`src/rtl/riscv_pkg.sv`:
```
// Shared encodings for the writeback/commit path: result-source select,
// load-size codes, commit FSM states and the latched load-format record.
package riscv_pkg;

    typedef enum logic [2:0] {
        WB_ALU   = 3'd0,
        WB_MEM   = 3'd1,
        WB_LINK  = 3'd2,
        WB_IMM   = 3'd3,
        WB_PCOFF = 3'd4
    } wb_sel_e;

    typedef enum logic [1:0] {
        LD_B = 2'd0,
        LD_H = 2'd1,
        LD_W = 2'd2,
        LD_D = 2'd3
    } ld_size_e;

    typedef enum logic [0:0] {
        ST_IDLE     = 1'b0,
        ST_WAIT_MEM = 1'b1
    } state_e;

    typedef struct packed {
        logic [4:0] rd;
        ld_size_e   size;
        logic       uns;
        logic [2:0] offset;
    } ld_meta_t;

endpackage

```
`src/rtl/load_align.sv`:
```
// Load data formatter: picks the addressed lane of the returned word and sign/zero extends it.
// Latency: combinational.
// Backpressure: none (pure function of its inputs).
module load_align
    import riscv_pkg::*;
#(
    parameter int N = 32
) (
    input  logic [N-1:0] i_data,
    input  logic [1:0]   i_size,
    input  logic         i_unsigned,
    input  logic [2:0]   i_offset,
    output logic [N-1:0] o_data
);

    localparam logic [2:0] LANE_MASK = 3'(N/8 - 1);

    ld_size_e     w_size;
    logic [2:0]   w_lane;
    logic [N-1:0] w_sh;

    always_comb begin
        w_size = ld_size_e'(i_size);
        // A doubleword on a 32-bit datapath degenerates to a word load.
        if (N == 32 && w_size == LD_D) begin
            w_size = LD_W;
        end

        case (w_size)
            LD_B:    w_lane = i_offset;
            LD_H:    w_lane = {i_offset[2:1], 1'b0};
            LD_W:    w_lane = {i_offset[2], 2'b00};
            default: w_lane = 3'b000;
        endcase
        w_lane = w_lane & LANE_MASK;
        w_sh   = i_data >> {w_lane, 3'b000};

        case (w_size)
            LD_B:    o_data = i_unsigned ? N'(w_sh[7:0])  : N'($signed(w_sh[7:0]));
            LD_H:    o_data = i_unsigned ? N'(w_sh[15:0]) : N'($signed(w_sh[15:0]));
            LD_W:    o_data = i_unsigned ? N'(w_sh[31:0]) : N'($signed(w_sh[31:0]));
            default: o_data = w_sh;
        endcase
    end

endmodule

```
`src/rtl/wb_commit_stage.sv`:
```
// Writeback/commit: selects the result, waits for load data, writes the RF and counts retirements.
// Latency: one cycle from accept (or from mem_rvalid for loads) to rf_we.
// Backpressure: in_ready drops while a load is outstanding, during flush and in reset.
module wb_commit_stage
    import riscv_pkg::*;
#(
    parameter int N     = 32,
    parameter int CNT_W = 64
) (
    input  logic             clk,
    input  logic             rst_n,
    input  logic             in_valid,
    output logic             in_ready,
    input  logic [N-1:0]     alu_out,
    input  logic [N-1:0]     return_addr,
    input  logic [N-1:0]     imm_out,
    input  logic [N-1:0]     pc_signed_offset,
    input  logic [2:0]       wb_sel,
    input  logic [4:0]       rd,
    input  logic [1:0]       ld_size,
    input  logic             ld_unsigned,
    input  logic [2:0]       ld_offset,
    input  logic             mem_rvalid,
    input  logic [N-1:0]     mem_rdata,
    input  logic             flush,
    output logic             rf_we,
    output logic [4:0]       rf_waddr,
    output logic [N-1:0]     rf_wdata,
    output logic             fwd_valid,
    output logic [4:0]       fwd_addr,
    output logic [N-1:0]     fwd_data,
    output logic [CNT_W-1:0] instret
);

    state_e           r_state;
    state_e           w_state_nxt;
    ld_meta_t         r_ld;
    logic             r_rdy;
    logic             r_we;
    logic [4:0]       r_waddr;
    logic [N-1:0]     r_wdata;
    logic [CNT_W-1:0] r_instret;

    logic             w_accept;
    logic             w_commit;
    logic             w_ld_latch;
    logic [4:0]       w_caddr;
    logic [N-1:0]     w_cdata;
    logic [N-1:0]     w_src;
    logic [N-1:0]     w_ld_data;

    // r_rdy is low through reset and comes up on the first edge after release.
    assign in_ready = r_rdy & ~flush;
    assign w_accept = in_valid & in_ready;

    load_align #(.N(N)) u_load_align (
        .i_data     (mem_rdata),
        .i_size     (r_ld.size),
        .i_unsigned (r_ld.uns),
        .i_offset   (r_ld.offset),
        .o_data     (w_ld_data)
    );

    always_comb begin
        case (wb_sel_e'(wb_sel))
            WB_LINK:  w_src = return_addr;
            WB_IMM:   w_src = imm_out;
            WB_PCOFF: w_src = pc_signed_offset;
            default:  w_src = alu_out;
        endcase
    end

    always_comb begin
        w_state_nxt = r_state;
        w_commit    = 1'b0;
        w_ld_latch  = 1'b0;
        w_caddr     = rd;
        w_cdata     = w_src;
        case (r_state)
            ST_IDLE: begin
                if (w_accept) begin
                    if (wb_sel_e'(wb_sel) == WB_MEM) begin
                        w_ld_latch  = 1'b1;
                        w_state_nxt = ST_WAIT_MEM;
                    end else begin
                        w_commit = 1'b1;
                    end
                end
            end
            ST_WAIT_MEM: begin
                // Flush wins over a load return arriving in the same cycle.
                if (flush) begin
                    w_state_nxt = ST_IDLE;
                end else if (mem_rvalid) begin
                    w_commit    = 1'b1;
                    w_caddr     = r_ld.rd;
                    w_cdata     = w_ld_data;
                    w_state_nxt = ST_IDLE;
                end
            end
            default: w_state_nxt = ST_IDLE;
        endcase
    end

    always_ff @(posedge clk or negedge rst_n) begin
        if (!rst_n) begin
            r_state   <= ST_IDLE;
            r_rdy     <= 1'b0;
            r_ld      <= '0;
            r_we      <= 1'b0;
            r_waddr   <= '0;
            r_wdata   <= '0;
            r_instret <= '0;
        end else begin
            r_state <= w_state_nxt;
            r_rdy   <= (w_state_nxt == ST_IDLE);
            if (w_ld_latch) begin
                r_ld <= '{rd: rd, size: ld_size_e'(ld_size), uns: ld_unsigned, offset: ld_offset};
            end
            r_we <= w_commit & (w_caddr != 5'd0);
            if (w_commit) begin
                r_waddr   <= w_caddr;
                r_wdata   <= w_cdata;
                r_instret <= r_instret + CNT_W'(1);
            end
        end
    end

    assign rf_we     = r_we;
    assign rf_waddr  = r_waddr;
    assign rf_wdata  = r_wdata;
    assign fwd_valid = r_we;
    assign fwd_addr  = r_waddr;
    assign fwd_data  = r_wdata;
    assign instret   = r_instret;

endmodule
```
`config.mk`:
```
export PLATFORM = sky130hd
export DESIGN_NAME = wb_commit_stage
export DESIGN_NICKNAME = d
export VERILOG_FILES = /design/src/rtl/riscv_pkg.sv /design/src/rtl/load_align.sv /design/src/rtl/wb_commit_stage.sv
export SDC_FILE = /design/constraint.sdc
export NUM_CORES = 1
export LEC_CHECK = 0
export CELL_PAD_IN_SITES_DETAIL_PLACEMENT = 0
export CELL_PAD_IN_SITES_GLOBAL_PLACEMENT = 1
export CORE_ASPECT_RATIO = 0.8
export CORE_MARGIN = 5
export CORE_UTILIZATION = 33
export DETAILED_ROUTE_END_ITERATION = 8
export GPL_TIMING_DRIVEN = 0
export PLACE_DENSITY_LB_ADDON = 0.1
export SLEW_MARGIN = 20
export SYNTH_ARGS = -nofsm -noshare
export SYNTH_HDL_FRONTEND = slang
export SYNTH_HIERARCHICAL = 1
export SYNTH_SLANG_ARGS = --single-unit
export TNS_END_PERCENT = 50
```
`constraint.sdc`:
```
create_clock -name clk -period 4.9 [get_ports clk]
set_input_delay 0.98 -clock clk [delete_from_list [all_inputs] [get_ports clk]]
set_output_delay 0.98 -clock clk [all_outputs]
set_load 0.005 [all_outputs]
```
==> results, run 1 <==
- The detail route stage leaves a number of antenna-violating nets equal to 0.
- The area inside the core boundary is 21,600 um2.
- The flow ran to the end, and the final reports show no timing, DRC or antenna violations.
- At the later pin of the worst-skew pair, clock insertion delay measures 0.41 ns.
- Dividing the detail-routed via count by the number of cells gives 5.25.
- The max-slew violation count is 0.
- The instance count of the mapped netlist is 809.
- In this run the mean area of a mapped cell was 9.00 um2.
- The analysis attributes to cell leakage a power of 4.62 nW.
- The TritonCTS clock tree is built.
- For the worst setup path, the data required time is 5.22 ns.
- After clock tree synthesis, the clock-pin slew on the worst setup and hold paths is 0.06 ns.
- The global-route wire length before repair is 43,200 um.
- The final setup skew is 0.00926 ns.
- Summed over all layers, the global routing overflow is 0.
- The number of placed instances with taps included is 1,403.
- In the final layout, flip-flops and latches occupy 2850 um2.
- The placed instances occupy a cell area of 10,800 um2.
- The critical path ends at fwd_data[1].
- The highest achievable clock rate is 284 MHz.
- The critical path class is input pin to flop.
- For this design the top-level I/O count stands at 320.
- The cell sitting at the root of the clock tree is a sky130_fd_sc_hd__clkbuf_16.
- The number of global-route vias before repair is 7,526.
- The cell type with the highest occurrence count on the critical path is sky130_fd_sc_hd__clkbuf_1.
- STA puts the critical path data arrival time at 3.85 ns.
- Detailed placement ended at an HPWL of 22,500 um.
- The Yosys warning count is 6.
- Dividing total power by cell area gives a power density of 308 nW/um2.
- The floorplan step defined a die boundary enclosing 25,200 um2.
- The sum of negative setup slack is 0 ns.
- The tightest min-delay check is of the input pin to asynchronous set/reset pin type.
- The synthesized cell area is 7280 um2.
- The number of cells traversed by the worst register-to-register path is 7.
- The initial core utilization is 33.7%.
- The first TritonRoute pass finished after 6 iterations.
- The sink count of the clock tree is 114.
- The fraction of final layout cells with drive strength greater than 1 is 10.0%.
- For this run, the total global-route usage over all layers was measured as 22.0%.
- The type of element capturing the critical path is a flop.
- The H-tree generated during clock tree synthesis spans 4 levels.
- Summing all multi-input logic gate instances after layout gives 3840 um2.
- The cell at the slowest stage of the critical path is sky130_fd_sc_hd__nor3b_1.
- The delay of the slowest critical-path stage is 0.67 ns.
- After detailed routing, the average wire length per cell comes to 19.7 um.
- The die is 176 um wide.
- The total setup buffers inserted after CTS is 0.
- The relative max-transition margin is 31.8%.
- Post-CTS repair changed the size of 0 cells.
- After routing the design area is 11,500 um2.
- The number of DRC violations after detailed routing is 0.
- The number of buffers inserted during clock tree synthesis is 17.
- Traced cell by cell, the critical path runs through clkdlybuf4s50_1 > nor3b_1 > o21a_1 > clkbuf_1 > clkbuf_1 > nand2_1 > o21ai_0.
- At the pin with the least slew margin, the transition time is 1.02 ns.
- The worst setup path is launched from an input pin.
- The largest net degree at the start of global routing is 77.
- Across the run, the number of max-cap violations was 0.
- The initial antenna violation count came to 1.
- The count of endpoints failing setup in the final report is 0.
- The quantity of hold-fixing buffers added after cts is 0.
- Row generation in the floorplan step produced 48 rows.
- Of the available clock period, the critical path in the final layout requires 71.9%.
- The final number of hold-violating endpoints is 0.
- After layout, the worst setup slack is 1.38 ns.
- Buffers placed on the I/O ports in this run total 318.
- Routability-driven placement finished with a final weighted congestion of 0.854.
- For this block, the initial DRC count from the detailed router was 488.
- Along the worst path, the maximum fanout reaches 10.
- The capturing point of the worst reg2reg path is instret[18].
- Measured along the y axis, the die boundary spans 143 um.
- Setup repair after global routing left no endpoint under its margin.
- The net count of the finished layout is 1,327.
- The reg-to-reg setup timing slack is 2.41 ns.
- The largest buffer count on any clock path is 2.
- Leaving out filler cells and counting taps, the final layout contains 1,437.
- The worst setup path startpoint is wb_sel[1].
- After layout, the minimum clock period comes to 3.52 ns.
- The net count after synthesis is 989.
- Counting the fill cells in the layout gives 2,075.
- The startpoint of the most critical register-to-register path is instret[0].
- The worst-case IR drop observed on VDD is 0.201 mV.
- The area growth from synthesis to final layout is 57.3%.
- The routed layout has 7,551 vias.
- OpenSTA, run right after detailed placement, puts the worst setup slack at 0.960 ns.
- The total length of routed wires is 28,300 um.
-- per-layer routing --
layer  GRT usage [%]  vias up  wire length [um]
met1            31.8     3605             13400
li1                -     3624                 -
met3            5.06       27              1890
met2            33.2      295             12500
met4            5.70        0               377
met5               0        -                 0
-- layout by cell type (no fill, tap or decap), types with 18 or more instances in the layout --
cell,instances
sky130_fd_sc_hd__clkbuf_1,46
sky130_fd_sc_hd__nand4_1,24
sky130_fd_sc_hd__dfrtp_1,114
sky130_fd_sc_hd__clkdlybuf4s50_1,317
sky130_fd_sc_hd__buf_4,39
sky130_fd_sc_hd__xor2_1,29
sky130_fd_sc_hd__a211oi_1,32
sky130_fd_sc_hd__nand2_1,71
sky130_fd_sc_hd__nor2b_1,35
sky130_fd_sc_hd__nor3_1,18
sky130_fd_sc_hd__nor2_1,18
sky130_fd_sc_hd__xnor2_1,34
sky130_fd_sc_hd__a221oi_1,32
sky130_fd_sc_hd__a21oi_1,80
sky130_fd_sc_hd__nand3_1,21
sky130_fd_sc_hd__o21ai_0,68
-- power breakdown --
| part | leakage (nW) | total, mW | switching (mW) | internal (mW) |
|---|---|---|---|---|
| logic | 2.86 | 1.09 | 0.439 | 0.651 |
| registers | 1.48 | 1.15 | 0.106 | 1.04 |
| clock network | 0.292 | 1.29 | 0.479 | 0.808 |
-- worst min-delay path by stage --
stage,endpoint,cells after the start,start
floorplan,instret[63],1,instret[63]
global placement,instret[63],1,instret[63]
detailed placement,instret[63],1,instret[63]
CTS,instret[9],1,rst_n
global route,instret[6],1,rst_n
finish,instret[9],1,rst_n
-- cell type report --
type	count	share of cell area, %
multi-input combinational	588	33.6
clock inverter	14	1.57
sequential	114	24.9
tap	275	3.00
clock buffer	18	3.75
buffer	97	4.79
timing repair buffer	319	28.0
inverter	10	0.328
antenna	2	0.0437
-- critical path: cells and delay by family --
family / cells / cell delay, ns
buffers and inverters: 3 / 1.62
and+or+nand+nor: 2 / 0.77
AOI/OAI and AO/OA: 2 / 0.47
-- through the flow --
step                utilization (%)  total power, mW  hold slack [ns]
floorplan                         -             1.64            0.465
global placement               50.0             2.25            0.462
detailed placement             50.1             2.26            0.459
finish                         53.0             3.53            0.468
global route                   53.0             3.72            0.490
CTS                            52.9             3.56            0.472
-- sequential cells by signal, indices dropped and copies added, names as in the netlist --
register / count
instret: 64
fwd_data: 32
r_ld: 10
fwd_addr: 5
fwd_valid: 1
r_rdy: 1
r_state: 1
Note: power is estimated with default switching activity, not from simulation.
==> inputs of run 2 (changes only) <==
CORE_UTILIZATION = 28   (was 33)
clock period = 3.1 ns   (was 4.9 ns; I/O delays follow)
==> results, run 2 (synthesized netlist as in run 1, its figures left out) <==
- The buffer and inverter count on the worst path is 3 (unchanged).
- The global-route wire length before repair is 45,000 um (was 43,200 um).
- The violation count after the first detailed-route iteration is 331 (was 488).
- The path class of the lowest-slack min-delay path is input pin to asynchronous set/reset pin (unchanged).
- The startpoint of the most critical register-to-register path was instret[0] (unchanged).
- The fraction of final layout cells with drive strength greater than 1 is 10.3% (was 10.0%).
- The count of endpoints failing setup in the final report is 0 (unchanged).
- The largest net degree at the start of global routing was 63 (was 77).
- The initial antenna violation count is 3 (was 1).
- The number of DRC violations after detailed routing came to 0 (unchanged).
- The root buffer cell was sky130_fd_sc_hd__clkbuf_16 (unchanged).
- The sum of negative setup slack was 0 ns (unchanged).
- The final number of hold-violating endpoints is 0 (unchanged).
- The initial core utilization came to 28.6% (was 33.7%).
- The total routing usage reported by global routing came to 19.6% (was 22.0%).
- The post-route clock period utilization is 91.5%.
- The total power density per cell area is 474 nW/um2 (was 308 nW/um2).
- The die extent in x is 190 um (was 176 um).
- The per-cell routed wire length was 19.3 um (was 19.7 um).
- The sink count of the clock tree is 114 (unchanged).
- The clock latency on the worst-skew pair is 0.42 ns (was 0.41 ns).
- The launching element type of the critical path is an input pin (unchanged).
- Leading cell types in the layout, fill and taps excluded: sky130_fd_sc_hd__clkdlybuf4s50_1, sky130_fd_sc_hd__dfrtp_1, sky130_fd_sc_hd__a21oi_1, sky130_fd_sc_hd__nand2_1, sky130_fd_sc_hd__o21ai_0 (unchanged).
- The area inside the core boundary is 25,400 um2 (was 21,600 um2).
- The number of I/O port buffers is 318 (unchanged).
- The critical path class is input pin to flop (unchanged).
- The actual transition at the worst max-transition pin is 1.04 ns (was 1.02 ns).
- The largest fanout on the critical path is 10 (unchanged).
- The die footprint is 29,300 um2 (was 25,200 um2).
- The worst path in the final design needs a cycle of 2.84 ns, including I/O delays and setup.
- The leading cell type in the layout, fill and taps excluded is sky130_fd_sc_hd__clkdlybuf4s50_1 (unchanged).
- The number of detailed-routing iterations run before antenna repair is 5 (was 6).
- The type of element capturing the critical path is a flop (unchanged).
- Unrepaired setup endpoints after global routing: no (unchanged).
- The via count normalized by instance count is 4.90 (was 5.25).
- The family with the most delay on the worst path was buffers and inverters (unchanged).
- The post-DP HPWL is 23,700 um (was 22,500 um).
- The largest buffer count on any clock path is 2 (unchanged).
- The quantity of hold-fixing buffers added after cts was 0 (unchanged).
- The TritonCTS clock tree is built (unchanged).
- The number of buffers inserted during clock tree synthesis is 17 (unchanged).
- The remaining global-route overflow is 0 (unchanged).
- The CTS H-tree depth came to 4 (unchanged).
- Outcome: completed (unchanged).
- The vertical die dimension is 154 um (was 143 um).
- The relative max-transition margin is 30.7% (was 31.8%).
- The cell type with the highest occurrence count on the critical path is sky130_fd_sc_hd__clkbuf_1 (unchanged).
- The arrival time reported for the critical path endpoint is 3.12 ns (was 3.85 ns).
- The leakage power figure was 4.61 nW (was 4.62 nW).
- The total setup buffers inserted after CTS came to 0 (unchanged).
- The area growth from synthesis to final layout is 58.2% (was 57.3%).
- The cell at the slowest stage of the critical path is sky130_fd_sc_hd__clkdlybuf4s50_1 (was sky130_fd_sc_hd__nor3b_1).
- The worst setup path startpoint is wb_sel[1] (unchanged).
- The maximum VDD drop is 0.365 mV (was 0.201 mV).
- The number of max-cap violations is 0 (unchanged).
- The final weighted congestion in routability-driven placement is 0.852 (was 0.854).
- The layout filler cell count is 2,526 (was 2,075).
- The number of rows created at floorplan is 52 (was 48).
- The antenna violation net count after detailed routing was 0 (unchanged).
- The final setup skew is 0.0131 ns (was 0.00926 ns).
- The worst hold slack is 0.155 ns (was 0.468 ns).
- The number of global-route vias before repair came to 7,619 (was 7,526).
- The number of top-level pins is 320 (unchanged).
- Cell-by-cell listing of the critical path: clkdlybuf4s50_1 > nor2b_1 > clkbuf_1 > nor2_1 > clkbuf_1 > a211oi_1 > o21ai_0 (was clkdlybuf4s50_1 > nor3b_1 > o21a_1 > clkbuf_1 > clkbuf_1 > nand2_1 > o21ai_0).
- The total length of routed wires was 29,200 um (was 28,300 um).
- The delay of the slowest critical-path stage was 0.69 ns (was 0.67 ns).
- The net total in the final layout came to 1,327 (unchanged).
- The max-slew violation count is 0 (unchanged).
- The register clock-pin slew on the reported worst setup and hold paths is 0.06 ns (about the same).
- The flip-flop count of the largest register, all copies and words added came to 64 (unchanged).
- Derived from the worst setup path, the maximum achievable clock frequency is 352 MHz.
- The via total after detailed routing came to 7,425 (was 7,551).
- The endpoint required time on the critical path is 3.38 ns (was 5.22 ns).
run 2: cell count changes in the layout (fill, tap and decap cells not counted), sizes merged:
cell and change:
bufinv -2, clkbuf +1, clkinv +1, diode +1
run 2: worst paths after layout:
check | to | slack [ns] | depth (start not counted)
worst max-delay path | fwd_data[20] | 0.26 | 7
worst max register to register | instret[18] | 0.62 | 7
max in group asynchronous | instret[40] | 2.21 | 2
worst min register to register | instret[63] | 0.46 | 1
min in group clk | instret[63] | 0.46 | 1
worst min-delay path | fwd_data[7] | 0.15 | 1
run 2: cell type report:
cell class	instances	area [um2]	share of cell area (%)
clock inverter	13	128	1.11
timing repair buffer	319	3210	27.9
buffer	97	549	4.77
clock buffer	19	443	3.84
inverter	10	37.5	0.326
multi-input combinational	588	3850	33.4
sequential	114	2850	24.8
antenna	3	7.51	0.0652
tap	351	439	3.81
run 2: worst reg2reg max path, delay by kind of cell, from the launching register on:
kind                     cells  cell delay [ns]
flip-flops                   1             0.42
XOR/XNOR                     1             0.16
buffers and inverters        1             0.41
adder cells (fa/ha/maj)      1             0.22
AND/OR/NAND/NOR              4             1.20
run 2: stage by stage:
stage                     instance area, um2  std cells  setup WS [ns]  total power [mW]  util (%)
after detailed placement               10900       1479         -0.457              3.59      43.0
final                                  11500       1514          0.263              5.46      45.3
after CTS                              11500       1511          0.144              5.53      45.2
after global routing                   11500       1514       0.000599              5.76      45.3
after floorplan                         7280        809           1.07              2.60         -
after global placement                 10900       1478          -3.39              3.58      42.9
run 2: repair_timing:
| action | in CTS | in global routing |
|---|---|---|
| resized for setup | 1 | 2 |
| hold endpoints to repair | 0 | 0 |
| endpoints found under the setup margin | 15 | 26 |
run 2: power by group:
group / leakage, nW / switching [mW] / internal (mW)
sequential: 1.48 / 0.175 / 1.65
combinational: 2.86 / 0.697 / 1.03
clock: 0.276 / 0.773 / 1.14
run 2: per-layer routing:
metal | GRT usage (%) | routed length (um)
met1 | 28.3 | 14200
met2 | 29.9 | 13000
met3 | 4.30 | 1640
met4 | 4.79 | 480
met5 | 0 | 0
==> inputs of run 3 (changes only) <==
CORE_ASPECT_RATIO = 0.7   (was 0.8)
CORE_MARGIN = unset   (was 5)
==> results, run 3 (synthesized netlist as in run 1, its figures left out) <==
- Outcome: completed (unchanged).
- The via count normalized by instance count is 5.13 (was 4.90).
- The violation count after the first detailed-route iteration came to 434 (was 331).
- The sink count of the clock tree is 114 (unchanged).
- The layout filler cell count came to 2,459 (was 2,526).
- The total of cells resized after clock tree synthesis is 1 (unchanged).
- The highest achievable clock rate is 343 MHz (was 352 MHz).
- The post-route clock period utilization is 94.1% (was 91.5%).
- The actual transition at the worst max-transition pin is 1.04 ns (about the same).
- The initial antenna violation count is 1 (was 3).
- The antenna violation net count after detailed routing came to 0 (unchanged).
- The number of global-route vias before repair is 7,448 (was 7,619).
- The total setup buffers inserted after CTS is 0 (unchanged).
- The CTS H-tree depth is 4 (unchanged).
- The final setup skew is 0.00780 ns (was 0.0131 ns).
- The max-slew violation count is 0 (unchanged).
- The leakage power figure is 4.68 nW (was 4.61 nW).
- The remaining global-route overflow came to 0 (unchanged).
- The via total after detailed routing was 7,621 (was 7,425).
- The fraction of final layout cells with drive strength greater than 1 came to 10.2% (was 10.3%).
- The number of placed instances with taps included is 1,453 (was 1,479).
- The count of endpoints failing setup in the final report is 0 (unchanged).
- The per-cell routed wire length came to 19.6 um (was 19.3 um).
- The total routing usage reported by global routing is 22.1% (was 19.6%).
- The number of top-level pins is 320 (unchanged).
- The final weighted congestion in routability-driven placement is 0.862 (was 0.852).
- The endpoint required time on the critical path is 3.39 ns (was 3.38 ns).
- The startpoint of the most critical register-to-register path is instret[1] (was instret[0]).
- The worst setup slack after placement is -0.549 ns (was -0.457 ns).
- The number of max-cap violations came to 0 (unchanged).
- The area growth from synthesis to final layout is 59.6% (was 58.2%).
- The flip-flop count of the largest register, all copies and words added is 64 (unchanged).
- The register clock-pin slew on the reported worst setup and hold paths was 0.06 ns (about the same).
- The initial core utilization is 29.0% (was 28.6%).
- The TritonCTS clock tree is built (unchanged).
- The net total in the final layout is 1,327 (unchanged).
- The quantity of hold-fixing buffers added after cts is 0 (unchanged).
- The vertical die dimension is 137 um (was 154 um).
- The clock latency on the worst-skew pair is 0.42 ns (about the same).
- The final number of hold-violating endpoints came to 0 (unchanged).
- The total area of sequential cells was 2850 um2 (unchanged).
- The number of buffers inserted during clock tree synthesis is 17 (unchanged).
- The area inside the core boundary is 25,100 um2 (was 25,400 um2).
- Leading cell types in the layout, fill and taps excluded: sky130_fd_sc_hd__clkdlybuf4s50_1, sky130_fd_sc_hd__dfrtp_1, sky130_fd_sc_hd__a21oi_1, sky130_fd_sc_hd__nand2_1, sky130_fd_sc_hd__o21ai_0 (unchanged).
- The launching element type of the critical path is an input pin (unchanged).
- The final period demand of the worst path was 2.92 ns (was 2.84 ns).
- The global-route wire length before repair is 44,400 um (was 45,000 um).
- The arrival time reported for the critical path endpoint is 3.20 ns (was 3.12 ns).
- The number of DRC violations after detailed routing is 0 (unchanged).
- The post-DP HPWL came to 23,000 um (was 23,700 um).
- The worst setup path startpoint was wb_sel[1] (unchanged).
- The largest fanout on the critical path was 10 (unchanged).
- Unrepaired setup endpoints after global routing: no (unchanged).
- The largest buffer count on any clock path is 2 (unchanged).
- The largest net degree at the start of global routing was 64 (was 63).
- The multi-input gate area in the final layout came to 3850 um2 (unchanged).
- The total power density per cell area is 512 nW/um2 (was 474 nW/um2).
- The number of detailed-routing iterations run before antenna repair was 5 (unchanged).
- The number of I/O port buffers was 318 (unchanged).
- The total length of routed wires is 29,200 um (about the same).
- The die extent in x is 195 um (was 190 um).
- The maximum VDD drop is 0.426 mV (was 0.365 mV).
- The leading cell type in the layout, fill and taps excluded is sky130_fd_sc_hd__clkdlybuf4s50_1 (unchanged).
- The relative max-transition margin is 30.1% (was 30.7%).
- The root buffer cell is sky130_fd_sc_hd__clkbuf_16 (unchanged).
- The final standard cell count with taps included and fillers excluded is 1,486 (was 1,514).
- The setup slack of the critical path after layout is 0.184 ns (was 0.263 ns).
- The die footprint is 26,700 um2 (was 29,300 um2).
- The type of element capturing the critical path is a flop (unchanged).
- The critical path class is input pin to flop (unchanged).
- The number of rows created at floorplan is 48 (was 52).
- The path class of the lowest-slack min-delay path is input pin to asynchronous set/reset pin (unchanged).
## run 3: layer usage
| metal | routed length (um) | share of wire, % | track usage [%] |
|---|---|---|---|
| met1 | 14900 | 51 | 33.7 |
| met5 | 0 | 0 | 0 |
| met3 | 1830 | 6.3 | 4.46 |
| met2 | 12000 | 41 | 31.0 |
| met4 | 404 | 1.4 | 6.12 |
## run 3: report_power, final
group / total [mW] / switching [mW] / internal [mW]
logic: 1.74 / 0.712 / 1.03
registers: 1.82 / 0.169 / 1.65
clock network: 2.39 / 0.713 / 1.67
total: 5.95 / 1.59 / 4.35
## run 3: area by class of cell
type / instances / share of cell area (%)
Antenna cell: 1 / 0.0215
Clock inverter: 9 / 1.92
Inverter: 10 / 0.323
Timing Repair Buffer: 319 / 27.6
Multi-Input combinational cell: 588 / 33.1
Sequential cell: 114 / 24.5
Clock buffer: 23 / 4.20
Tap cell: 325 / 3.50
Buffer: 97 / 4.73
## run 3: critical path, stage by stage
cell and delay (ns):
sky130_fd_sc_hd__clkdlybuf4s50_1 0.73, sky130_fd_sc_hd__nor2b_1 0.21, sky130_fd_sc_hd__clkbuf_1 0.46, sky130_fd_sc_hd__nor2_1 0.30
sky130_fd_sc_hd__clkbuf_1 0.30, sky130_fd_sc_hd__a211oi_1 0.42, sky130_fd_sc_hd__o21ai_0 0.15
## run 3: path summary, 6_finish.rpt
| kind | end | slack [ns] | cells after the start |
|---|---|---|---|
| hold / removal | instret[52] | 0.16 | 1 |
| setup reg to reg | instret[46] | 0.56 | 7 |
| setup / recovery | fwd_data[31] | 0.18 | 7 |
| hold reg to reg | instret[63] | 0.47 | 1 |
| min in group clk | instret[63] | 0.47 | 1 |
| max in group asynchronous | fwd_data[14] | 2.23 | 2 |
## run 3: per-stage QoR
stage,power [mW],area (um2),setup TNS [ns],utilization [%],hold WS (ns)
after floorplan,2.60,7280,0,-,0.324
after global placement,3.57,10900,-405.52,43.3,0.461
after detailed placement,3.58,10900,-18.59,43.4,0.468
after CTS,6.00,11600,0,46.3,0.165
after global routing,6.25,11600,0,46.3,0.189
final,5.95,11600,0,46.3,0.160
